**src/rtl/if_prefetch_pkg.sv**
```systemverilog
// Shared constants for the if_prefetch fetch unit: bus width, NOP encoding,
// reset PC default and the PC step between sequential fetches.
// Also provides the counter width helper used for the in-flight/discard/fill counters.
package if_prefetch_pkg;

  localparam int unsigned XLEN_DEF     = 32;
  localparam logic [31:0] INST_NOP_DEF = 32'h0000_0013;  // addi x0, x0, 0
  localparam logic [31:0] RESET_PC_DEF = 32'h0000_0000;
  localparam int unsigned PC_INC       = 4;

  // Counters must hold the value DEPTH itself, hence one bit above log2.
  function automatic int unsigned cnt_w(input int unsigned depth);
    return $clog2(depth) + 1;
  endfunction

endpackage

```
**src/rtl/if_prefetch_fetch_fifo.sv**
```systemverilog
// Purpose: synchronous DEPTH x WIDTH FIFO with push/pop/flush, occupancy count, full/empty.
// Latency: a push becomes visible at head_dat the cycle after it is written (no bypass).
// Backpressure: push while full is accepted only together with a pop; flush drops everything and wins over push/pop.
// Ports: clk, rstn (async active-low); push/push_dat write side; pop read side;
//        flush clears; head_dat is the oldest entry; count/full/empty status.
module if_prefetch_fetch_fifo #(
  parameter int unsigned WIDTH = 64,
  parameter int unsigned DEPTH = 2
) (
  input  logic                       clk,
  input  logic                       rstn,
  input  logic                       push,
  input  logic [WIDTH-1:0]           push_dat,
  input  logic                       pop,
  input  logic                       flush,
  output logic [WIDTH-1:0]           head_dat,
  output logic [$clog2(DEPTH):0]     count,
  output logic                       full,
  output logic                       empty
);

  localparam int unsigned AW = $clog2(DEPTH);
  localparam int unsigned CW = AW + 1;

  logic [WIDTH-1:0] mem [DEPTH];
  logic [AW-1:0]    wr_ptr;
  logic [AW-1:0]    rd_ptr;
  logic             do_push;
  logic             do_pop;

  assign full     = (count == CW'(DEPTH));
  assign empty    = (count == '0);
  assign do_pop   = pop & ~empty & ~flush;
  // When full and popping, the slot being written is the one being read out this cycle.
  assign do_push  = push & ~flush & (~full | do_pop);
  assign head_dat = mem[rd_ptr];

  always_ff @(posedge clk) begin
    if (do_push) begin
      mem[wr_ptr] <= push_dat;
    end
  end

  // Pointers wrap naturally because DEPTH is a power of two.
  always_ff @(posedge clk or negedge rstn) begin
    if (!rstn) begin
      wr_ptr <= '0;
      rd_ptr <= '0;
      count  <= '0;
    end else if (flush) begin
      wr_ptr <= '0;
      rd_ptr <= '0;
      count  <= '0;
    end else begin
      if (do_push) wr_ptr <= wr_ptr + 1'b1;
      if (do_pop)  rd_ptr <= rd_ptr + 1'b1;
      case ({do_push, do_pop})
        2'b10:   count <= count + 1'b1;
        2'b01:   count <= count - 1'b1;
        default: count <= count;
      endcase
    end
  end

endmodule

```
**src/rtl/if_prefetch.sv**
```systemverilog
// Purpose: instruction-fetch unit; owns the PC, issues pipelined req/gnt fetches, buffers {pc, word} for decode.
// Latency: gnt in cycle N, rvalid in N+1 at the earliest -> inst_valid in N+2.
// Backpressure: requests issue only while in-flight + buffered < DEPTH, so a full buffer stalls mem_req.
// Ports: clk, rstn (async active-low); redirect_valid/redirect_pc restart fetch;
//        mem_req/mem_addr/mem_gnt/mem_rvalid/mem_rdata instruction-memory port;
//        inst_valid/inst/inst_pc/inst_ready decode handshake (inst = INST_NOP while !inst_valid).
module if_prefetch
  import if_prefetch_pkg::*;
#(
  parameter int unsigned      XLEN     = XLEN_DEF,
  parameter int unsigned      DEPTH    = 2,
  parameter logic [XLEN-1:0]  RESET_PC = XLEN'(RESET_PC_DEF),
  parameter logic [XLEN-1:0]  INST_NOP = XLEN'(INST_NOP_DEF)
) (
  input  logic            clk,
  input  logic            rstn,
  input  logic            redirect_valid,
  input  logic [XLEN-1:0] redirect_pc,
  output logic            mem_req,
  output logic [XLEN-1:0] mem_addr,
  input  logic            mem_gnt,
  input  logic            mem_rvalid,
  input  logic [XLEN-1:0] mem_rdata,
  output logic            inst_valid,
  output logic [XLEN-1:0] inst,
  output logic [XLEN-1:0] inst_pc,
  input  logic            inst_ready
);

  localparam int unsigned CW      = cnt_w(DEPTH);
  localparam logic [CW:0] DEPTH_C = (CW+1)'(DEPTH);

  typedef struct packed {
    logic [XLEN-1:0] pc;
    logic [XLEN-1:0] word;
  } fetch_ent_t;

  logic [XLEN-1:0] pc;
  logic [XLEN-1:0] ret_pc;       // PC of the next response that will be kept
  logic [CW-1:0]   outstanding;  // granted, response not yet returned
  logic [CW-1:0]   discard;      // of the outstanding ones, how many belong to a flushed stream
  logic [CW-1:0]   fifo_count;
  logic            fifo_full;
  logic            fifo_empty;
  logic [CW:0]     credit_used;
  logic [XLEN-1:0] redir_pc_al;
  logic            grant;
  logic            drop;
  logic            push;
  logic            pop;
  fetch_ent_t      push_ent;
  fetch_ent_t      head_ent;

  assign redir_pc_al = redirect_pc & ~XLEN'(3);
  assign credit_used = {1'b0, outstanding} + {1'b0, fifo_count};

  // Gating with rstn keeps the port quiet while reset is held, not only after the first edge.
  assign mem_req  = rstn & ~redirect_valid & (credit_used < DEPTH_C);
  assign mem_addr = pc;
  assign grant    = mem_req & mem_gnt;

  // A response landing in the redirect cycle belongs to the old stream and is dropped directly.
  assign drop     = mem_rvalid & ((discard != '0) | redirect_valid);
  assign push     = mem_rvalid & ~drop;
  assign push_ent = '{pc: ret_pc, word: mem_rdata};

  assign inst_valid = ~fifo_empty;
  assign pop        = inst_valid & inst_ready & ~redirect_valid;
  assign inst       = inst_valid ? head_ent.word : INST_NOP;
  assign inst_pc    = inst_valid ? head_ent.pc   : ret_pc;

  always_ff @(posedge clk or negedge rstn) begin
    if (!rstn) begin
      pc          <= RESET_PC;
      ret_pc      <= RESET_PC;
      outstanding <= '0;
      discard     <= '0;
    end else begin
      outstanding <= outstanding + CW'(grant) - CW'(mem_rvalid);
      if (redirect_valid) begin
        pc      <= redir_pc_al;
        ret_pc  <= redir_pc_al;
        // Everything still in flight after this cycle belongs to the abandoned stream.
        discard <= outstanding - CW'(mem_rvalid);
      end else begin
        if (grant) pc     <= pc + XLEN'(PC_INC);
        if (push)  ret_pc <= ret_pc + XLEN'(PC_INC);
        if (mem_rvalid && (discard != '0)) discard <= discard - 1'b1;
      end
    end
  end

  if_prefetch_fetch_fifo #(
    .WIDTH ($bits(fetch_ent_t)),
    .DEPTH (DEPTH)
  ) u_fifo (
    .clk      (clk),
    .rstn     (rstn),
    .push     (push),
    .push_dat (push_ent),
    .pop      (pop),
    .flush    (redirect_valid),
    .head_dat (head_ent),
    .count    (fifo_count),
    .full     (fifo_full),
    .empty    (fifo_empty)
  );

  assert property (@(posedge clk) disable iff (!rstn) outstanding <= CW'(DEPTH));
  assert property (@(posedge clk) disable iff (!rstn) discard <= CW'(DEPTH));
  assert property (@(posedge clk) disable iff (!rstn) mem_rvalid |-> (outstanding != '0));
  assert property (@(posedge clk) disable iff (!rstn) push |-> (!fifo_full || pop));

endmodule

```
**config.mk**
```make
export PLATFORM = sky130hd
export DESIGN_NAME = if_prefetch
export DESIGN_NICKNAME = d
export VERILOG_FILES = /design/src/rtl/if_prefetch_pkg.sv /design/src/rtl/if_prefetch_fetch_fifo.sv /design/src/rtl/if_prefetch.sv
export SDC_FILE = /design/constraint.sdc
export NUM_CORES = 1
export LEC_CHECK = 0
export CORE_MARGIN = 8
export CORE_UTILIZATION = 49
export CTS_BUF_LIST = sky130_fd_sc_hd__clkbuf_4
export DETAILED_ROUTE_END_ITERATION = 16
export PLACE_DENSITY = 0.79
export SLEW_MARGIN = 20
export SYNTH_ARGS = -nofsm -noshare
export SYNTH_HDL_FRONTEND = slang
export SYNTH_SLANG_ARGS = --single-unit
```
**constraint.sdc**
```tcl
create_clock -name clk -period 5.6 [get_ports clk]
set_clock_uncertainty 0.05 [all_clocks]
set_input_delay 0.56 -clock clk [delete_from_list [all_inputs] [get_ports clk]]
set_output_delay 0.56 -clock clk [all_outputs]
set_load 0.05 [all_outputs]
```
==> results of run 1 <==
## path summary, 6_finish.rpt
check | startpoint | endpoint | slack, ns | cells past startpoint
setup / recovery | u_fifo.rd_ptr | inst_pc[31] | 1.70 | 4
max in group asynchronous | rstn | u_fifo.rd_ptr | 4.76 | 2
hold / removal | rstn | outstanding[0] | 0.10 | 2
setup reg to reg | u_fifo.count[0] | mem_addr[30] | 2.16 | 7
hold reg to reg | outstanding[0] | outstanding[0] | 0.50 | 1
min in group clk | mem_rdata[12] | u_fifo.mem[0][12] | 0.50 | 1
## sequential cells by signal (all words and copies together), names as in the netlist
signal,flops
discard,2
mem_addr,30
outstanding,2
ret_pc,30
u_fifo.count,2
u_fifo.mem,124
u_fifo.rd_ptr,1
u_fifo.wr_ptr,1
## worst max-delay path: stages, from the launching register on
cell and delay [ns]:
dfrtp_4 0.99, buf_4 0.46, mux2i_1 0.11, o21ai_0 0.20
clkdlybuf4s50_1 0.90
## where the power goes
| group | switching [mW] | leakage (nW) | total, mW | internal [mW] |
|---|---|---|---|---|
| sequential | 0.143 | 1.92 | 1.80 | 1.65 |
| clock | 0.516 | 0.158 | 0.761 | 0.244 |
| combinational | 0.833 | 1.71 | 1.30 | 0.462 |
| total | 1.49 | 3.79 | 3.85 | 2.36 |
## cell usage after synthesis, drive strengths merged, types with 3 or more instances
cell,count
buf,14
nor3,9
o311ai,5
xnor2,35
nand3,29
inv,11
a21oi,11
o211ai,3
a21boi,3
nand2b,3
and3,7
xor2,23
o21ai,39
edfxtp,124
clkbuf,17
nand4,23
nand2,66
nor4,9
mux2,34
ha,6
and4,4
dfrtp,68
mux2i,63
nor2,55
## cell families after synthesis
kind of cell               count (synthesis)  share of synthesized area
and+or+nand+nor                          215                     0.1242
DFF                                      192                     0.6235
other                                      1                  0.0004310
adders and majority gates                  7                    0.01093
buffers and inverters                     42                    0.02171
muxes                                     97                     0.1165
xor gates and xnor gates                  58                    0.05838
AOI/OAI and AO/OA                         67                    0.04429
## cell usage in the layout, fill, tap and decap left out, types with 6 or more instances in the layout
master / instances
clkdlybuf4s50_1: 160
inv_1: 10
nor3_1: 7
ha_1: 6
clkbuf_4: 17
buf_4: 10
inv_8: 6
nand2_1: 66
and3_1: 7
nor4_1: 6
nor2_1: 54
o21ai_0: 39
mux2_2: 34
dfrtp_1: 67
nand4_1: 22
xor2_1: 23
a21oi_1: 11
nand3_1: 29
mux2i_1: 63
edfxtp_1: 124
xnor2_1: 35
## layer usage
layer / part of all wire / up-vias / wire length, um
li1: - / 2794 / -
met1: 0.44 / 2839 / 8858
met2: 0.45 / 233 / 9038
met3: 0.081 / 31 / 1605
met4: 0.021 / 0 / 412
met5: 0 / - / 0
## final cells by class
| cell class | instances | area (sq um) |
|---|---|---|
| Inverter | 11 | 41.29 |
| Sequential cell | 192 | 5429 |
| Clock buffer | 17 | 127.6 |
| Tap cell | 225 | 281.5 |
| Timing Repair Buffer | 171 | 1682 |
| Clock inverter | 15 | 166.4 |
| Multi-Input combinational cell | 448 | 3128 |
| Fill cell | 1377 | 6501 |
## through the flow
stage / util / power (mW) / hold WS, ns / setup WS (ns) / std cells
global route: 0.6254 / 4.030 / 0.1468 / 1.507 / 1079
detailed placement: 0.6085 / 3.131 / 0.4660 / 2.228 / 1047
finish: 0.6254 / 3.852 / 0.1001 / 1.699 / 1079
global placement: 0.6085 / 3.107 / 0.4629 / 2.255 / 1047
CTS: 0.6254 / 3.888 / 0.1065 / 1.605 / 1079
floorplan: - / 2.666 / 0.2144 / 1.651 / 682
==> impl_metrics.json, run 1 <==
{
  "grt_max_degree": 91,
  "globalRouteOverflowTotal": 0,
  "gp_congestion": 0.8888,
  "fmax_mhz": 256.3,
  "drt_iter0_markers": 329,
  "drive_gt1_frac": 0.1042,
  "clock_path_buffers": 2,
  "die_x_um": 149.3,
  "cts_max_level": 4,
  "synth_flop_cell": "edfxtp_1",
  "rsz0062_at_grt": "no",
  "vias_per_cell": 5.465,
  "status": "finished, final reports clean",
  "diodes": 0,
  "slew_headroom": 0.4096,
  "drt_first_pass_iters": 5,
  "ant_nets": 0,
  "yosys_warnings": 0,
  "vias": 5897,
  "path_clk_slew_ns": 0.17,
  "crit_arrival_ns": 3.29,
  "cts.repair.resized": 0,
  "wirelength_mm": 19.92,
  "fin_area_sq_mm": 0.01086,
  "synth_area_leaders": "edfxtp_1 43%, dfrtp_1 20%, mux2i_1 7.2%",
  "cp_data_required_time_ns": 4.99,
  "syn_avg_cell_area_sq_um": 12.81,
  "syn_to_final_growth_pct": 24.76,
  "cts_buffers": 17,
  "layout_min_cycle_time_ns": 3.901,
  "cp_max_fo": 45,
  "ys_seq_area_frac": 0.6235,
  "irDropWorstVdd_v": 0.0002033,
  "yosys.area.top_type": "edfxtp_1",
  "met1_usage": 0.2450,
  "syn-cell-area_sq_mm": 0.008701,
  "setup_viol": 0,
  "postSynth.asyncResetShare": 0.3542,
  "cts.sinks": 192,
  "grt_usage": 0.1818,
  "synth_top_area_frac": 0.4280,
  "coreArea_sq_mm": 0.01736,
  "path_class": "flip-flop to output port",
  "drv_cap": 0,
  "die_h_um": 149.3,
  "ys_seq_elements": 192,
  "use_met2": 0.2751,
  "placed_cell_area_sq_mm": 0.01056,
  "wl_per_cell_um": 18.46,
  "start_kind": "flip-flop",
  "die_area_sq_mm": 0.02228,
  "final.setup.tns_ns": 0,
  "end_kind": "output port",
  "hold_viol": 0,
  "grt_pass1_wl_mm": 31.60,
  "dp_hpwl_mm": 13.95,
  "p_leak_nw": 3.789,
  "drc": 0,
  "grt_pass1_vias": 6014,
  "hold_buffers": 0,
  "ys_types": 48,
  "grt-busiest-layer": "met2",
  "synth_edf_count": 124,
  "num_rows": 48,
  "finalCritPeriodShare": 0.6967,
  "slew_viol_final": 0,
  "use_met3": 0.05036,
  "start_util": 0.5013,
  "nNetsFinal": 918,
  "num_io_pins": 168,
  "netlist_instances": 679,
  "cts_tree": "built",
  "post-cts-setup-buffers": 0,
  "insertion_delay_ns": 0.59,
  "holdCritPathClass": "primary input to async pin",
  "io_buffers": 161,
  "root_buffer": "clkbuf_4",
  "powerDensity_mw_per_mm2": 354.8,
  "antenna_found_initial": 0,
  "worst_pin_slew_ns": 0.8856
}
Note: power is estimated with default switching activity, not from simulation.
==> run 2: changes to the inputs <==
- CORE_UTILIZATION: 49 -> 54
- PLACE_DENSITY: 0.79 -> 0.83
- clock period: 5.6 -> 3.6 ns (I/O delays scaled with it)
==> run 2 against run 1 <==
  * Routed wire length grew 1.7%
  * Non-clock buffer count grew 4
  * Clock-buffer cell count stayed put
  * Critical endpoint is now mem_req
  * First-iteration DRC count grew 31%
  * Global-route usage is 2.1 points higher
  * Worst setup slack got worse by 1.5 ns
  * Clock power up 38%
==> impl_metrics.json, run 2 (synthesized netlist as in run 1, its figures left out) <==
{
  "post-cts-setup-buffers": 0,
  "cts_tree": "built",
  "grt_usage": 0.2028,
  "start_util": 0.5497,
  "vias_per_cell": 5.650,
  "vias": 6068,
  "largest_reg_flops": 124,
  "diodes": 0,
  "layout_commonest_cell": "clkdlybuf4s50_1",
  "cts.sinks": 192,
  "insertion_delay_ns": 0.56,
  "max_stage_delay_ns": 0.88,
  "nNetsFinal": 922,
  "num_rows": 46,
  "crit_family": "buffers and inverters",
  "root_buffer": "clkbuf_4",
  "globalRouteOverflowTotal": 0,
  "die_h_um": 142.9,
  "worst_pin_slew_ns": 0.8512,
  "finalCritPeriodShare": 0.9444,
  "setup_viol": 0,
  "cp_max_fo": 7,
  "critical_path.slowest_cell": "clkdlybuf4s50_1",
  "hold_viol": 0,
  "drt_first_pass_iters": 5,
  "slew_viol_final": 0,
  "dp_hpwl_mm": 14.52,
  "crit_buf_inv": 1,
  "start_kind": "flip-flop",
  "cp_data_required_time_ns": 3.19,
  "end_kind": "output port",
  "status": "finished, final reports clean",
  "drc": 0,
  "die_area_sq_mm": 0.02043,
  "wl_per_cell_um": 18.87,
  "drt_iter0_markers": 431,
  "fmax_mhz": 294.1,
  "path_class": "flip-flop to output port",
  "gp_congestion": 0.9129,
  "grt_pass1_vias": 6247,
  "slew_headroom": 0.4273,
  "grt_pass1_wl_mm": 32.17,
  "ant_nets": 0,
  "crit_chain": "and2_1 > fa_1 > nor4b_1 > clkdlybuf4s50_1",
  "holdCritPathClass": "primary input to async pin",
  "irDropWorstVdd_v": 0.0003077,
  "grt_max_degree": 63,
  "drive_gt1_frac": 0.1061,
  "io_buffers": 161,
  "layout_min_cycle_time_ns": 3.400,
  "num_io_pins": 168,
  "final.setup.tns_ns": 0,
  "path_clk_slew_ns": 0.15,
  "syn_to_final_growth_pct": 24.92,
  "p_leak_nw": 3.807,
  "clock_path_buffers": 2,
  "cts_max_level": 4,
  "p_total_mw": 5.886,
  "crit_arrival_ns": 2.99,
  "die_x_um": 142.9,
  "powerDensity_mw_per_mm2": 541.5,
  "rsz0062_at_grt": "no",
  "drv_cap": 0,
  "coreArea_sq_mm": 0.01583,
  "final_cell_mix": "160 x clkdlybuf4s50_1, 124 x edfxtp_1, 67 x dfrtp_1",
  "wirelength_mm": 20.26,
  "regMostFlops": "u_fifo.mem",
  "antenna_found_initial": 0,
  "cts_buffers": 17
}
-- run 2: worst paths after layout --
kind,depth (start not counted),start,to,slack (ns)
worst max-delay path,4,u_fifo.count[0],mem_req,0.20
worst min-delay path,2,rstn,u_fifo.count[0],0.18
worst max register to register,8,u_fifo.count[0],mem_addr[17],0.71
worst min register to register,1,outstanding[0],outstanding[0],0.51
max in group asynchronous,3,rstn,ret_pc[18],2.27
min in group clk,1,mem_rdata[29],u_fifo.mem[1][29],0.32
-- run 2: cell type report --
cell class	instances	area, sq um
flip-flops and latches	192	5429
fillers	1136	4959
multi-input cells	448	3128
repair buffers	175	1752
well taps	216	270.3
clock buffers	17	127.6
clock inverters	15	121.4
inverters	11	41.29
-- run 2: power by group --
part | total, mW | internal (mW) | leakage, nW | switching [mW]
logic | 2.08 | 0.735 | 1.74 | 1.34
registers | 2.76 | 2.57 | 1.92 | 0.192
clock network | 1.05 | 0.340 | 0.151 | 0.706
-- run 2: timing repair --
action / 4_1_cts / 5_1_grt
hold endpoints to repair: 9 / 0
hold buffers: 1 / 0
resized for setup: 0 / 0
-- run 2: per-stage QoR --
| stage | worst slack, ns | std cells | hold WS (ns) | area, sq um | utilization |
|---|---|---|---|---|---|
| after floorplan | 0.4168 | 682 | 0.01441 | 8735 | - |
| after CTS | 0.1545 | 1074 | 0.1564 | 10870 | 0.6867 |
| final | 0.2002 | 1074 | 0.1830 | 10870 | 0.6867 |
| after global routing | 0.02054 | 1074 | 0.1636 | 10870 | 0.6867 |
| after detailed placement | 0.7303 | 1041 | 0.2047 | 10610 | 0.6704 |
| after global placement | 0.7489 | 1041 | 0.1927 | 10610 | 0.6704 |
-- run 2: metal layers --
layer	vias to the layer above	GRT usage	wire, um
met3	33	0.05476	1713
met1	2962	0.2711	8959
li1	2803	-	-
met2	270	0.3090	9169
met5	-	0	0
met4	0	0.07942	420
==> run 3: changes to the inputs <==
- CORE_UTILIZATION: 54 -> 43
- HOLD_SLACK_MARGIN: not set -> 0.1
- PLACE_DENSITY: 0.83 -> 0.68
- SKIP_CTS_REPAIR_TIMING: not set -> 1
==> run 3 against run 2 <==
  * First-iteration DRC count decreased by 34%
  * Routed wire length increased by 1.8%
  * Core utilization decreased by 14 points
  * Via count decreased by 3.5%
  * Cell count increased by 5.0%
  * Register-to-register slack got worse by 0.02 ns
  * Maximum frequency increased by 2.0%
  * Largest cell class unchanged
==> impl_metrics.json, run 3 (synthesized netlist as in run 1, its figures left out) <==
{
  "die_h_um": 158.3,
  "crit_arrival_ns": 2.92,
  "dp_hpwl_mm": 14.36,
  "irDropWorstVdd_v": 0.0003048,
  "critical_path.slowest_cell": "clkdlybuf4s50_1",
  "end_kind": "output port",
  "setup_slack_ns": 0.2681,
  "syn_to_final_growth_pct": 25.67,
  "finalCritPeriodShare": 0.9255,
  "final_util": 0.5456,
  "cp_max_fo": 7,
  "p_leak_nw": 3.802,
  "start_kind": "flip-flop",
  "path_clk_slew_ns": 0.16,
  "largest_reg_flops": 124,
  "dp_slack_ns": 0.7123,
  "layout_min_cycle_time_ns": 3.332,
  "crit_buf_inv": 1,
  "cts_tree": "built",
  "insertion_delay_ns": 0.56,
  "num_rows": 52,
  "status": "finished, final reports clean",
  "drc": 0,
  "fmax_mhz": 300.1,
  "hold_viol": 0,
  "whs_ns": 0.3385,
  "grt_usage": 0.1676,
  "layout_commonest_cell": "clkdlybuf4s50_1",
  "globalRouteOverflowTotal": 0,
  "drt_first_pass_iters": 4,
  "nFillCells": 1756,
  "worst_pin_slew_ns": 0.8347,
  "cts_max_level": 4,
  "final.setup.tns_ns": 0,
  "grt_max_degree": 91,
  "gp_congestion": 0.8733,
  "antenna_found_initial": 1,
  "drv_cap": 0,
  "coreArea_sq_mm": 0.02004,
  "vias_per_cell": 5.191,
  "die_x_um": 158.3,
  "setup_viol": 0,
  "num_io_pins": 168,
  "crit_chain": "and2_1 > fa_1 > nor4b_1 > clkdlybuf4s50_1",
  "slew_viol_final": 0,
  "path_class": "flip-flop to output port",
  "vias": 5855,
  "max_stage_delay_ns": 0.86,
  "drt_iter0_markers": 283,
  "wl_per_cell_um": 18.29,
  "grt_pass1_vias": 6083,
  "cp_data_required_time_ns": 3.19,
  "crit_family": "buffers and inverters",
  "grt_pass1_wl_mm": 32.29,
  "powerDensity_mw_per_mm2": 534.9,
  "regMostFlops": "u_fifo.mem",
  "ant_nets": 0,
  "io_buffers": 161,
  "rsz0062_at_grt": "no",
  "drive_gt1_frac": 0.1039,
  "clock_path_buffers": 2,
  "cts_buffers": 17,
  "slew_headroom": 0.4435,
  "wirelength_mm": 20.64,
  "cts.sinks": 192,
  "start_util": 0.4342,
  "holdCritPathClass": "primary input to flip-flop",
  "final_cell_mix": "160 x clkdlybuf4s50_1, 124 x edfxtp_1, 67 x dfrtp_1",
  "root_buffer": "clkbuf_4",
  "nNetsFinal": 921,
  "die_area_sq_mm": 0.02504
}
## run 3: cell types whose count changed in the layout (fill, tap and decap cells not counted)
cell / previous run / this run
buf_4: 10 / 6
clkinv_2: 7 / 3
inv_4: 0 / 3
buf_12: 3 / 5
clkinv_4: 4 / 2
inv_2: 1 / 3
bufinv_16: 1 / 0
clkbuf_4: 17 / 18
clkinv_1: 0 / 1
diode_2: 0 / 1
dlygate4sd3_1: 1 / 2
inv_1: 11 / 10
inv_6: 2 / 3
## run 3: worst paths after layout
kind	start	endpoint	slack, ns	cells after the start
max	u_fifo.count[0]	mem_req	0.27	4
min	mem_rdata[24]	u_fifo.mem[1][24]	0.34	1
max reg2reg	u_fifo.count[0]	mem_addr[23]	0.69	8
min reg2reg	ret_pc[31]	u_fifo.mem[0][63]	0.50	0
max in group asynchronous	rstn	u_fifo.rd_ptr	2.33	3
min in group asynchronous	rstn	mem_addr[5]	0.54	3
## run 3: worst register-to-register path, delay by kind of cell (launching register included)
kind,cells,cell delay (ns)
xor+xnor,1,0.18
fa+ha+maj,1,0.49
buf+inv,1,0.24
flops,1,0.51
mux,1,0.26
simple gates,4,1.08
## run 3: stage by stage
stage / instances / power, mW / instance area [sq um]
after global routing: 1128 / 6.148 / 10930
after CTS: 1125 / 5.907 / 10910
after global placement: 1093 / 4.869 / 10690
final: 1128 / 5.848 / 10930
after detailed placement: 1093 / 4.903 / 10690
after floorplan: 682 / 4.150 / 8735
## run 3: routing by layer
metal  GRT usage  wire length, um
met5           0                0
met4     0.04715              245
met1      0.2256             9590
met3     0.04533             1542
met2      0.2623             9258
## run 3: power breakdown
| group | internal, mW | switching (mW) |
|---|---|---|
| combinational | 0.742 | 1.33 |
| clock | 0.282 | 0.723 |
| sequential | 2.57 | 0.203 |
## run 3: area by class of cell
cell class	count	area, sq um	share of cell area
antenna	1	2.502	0.0002289
clock buffer	18	135.1	0.01236
clock inverter	14	88.84	0.008125
inverter	11	41.29	0.003776
multi-input combinational	448	3128	0.2861
sequential	192	5429	0.4965
tap	270	337.8	0.03090
timing repair buffer	174	1772	0.1620
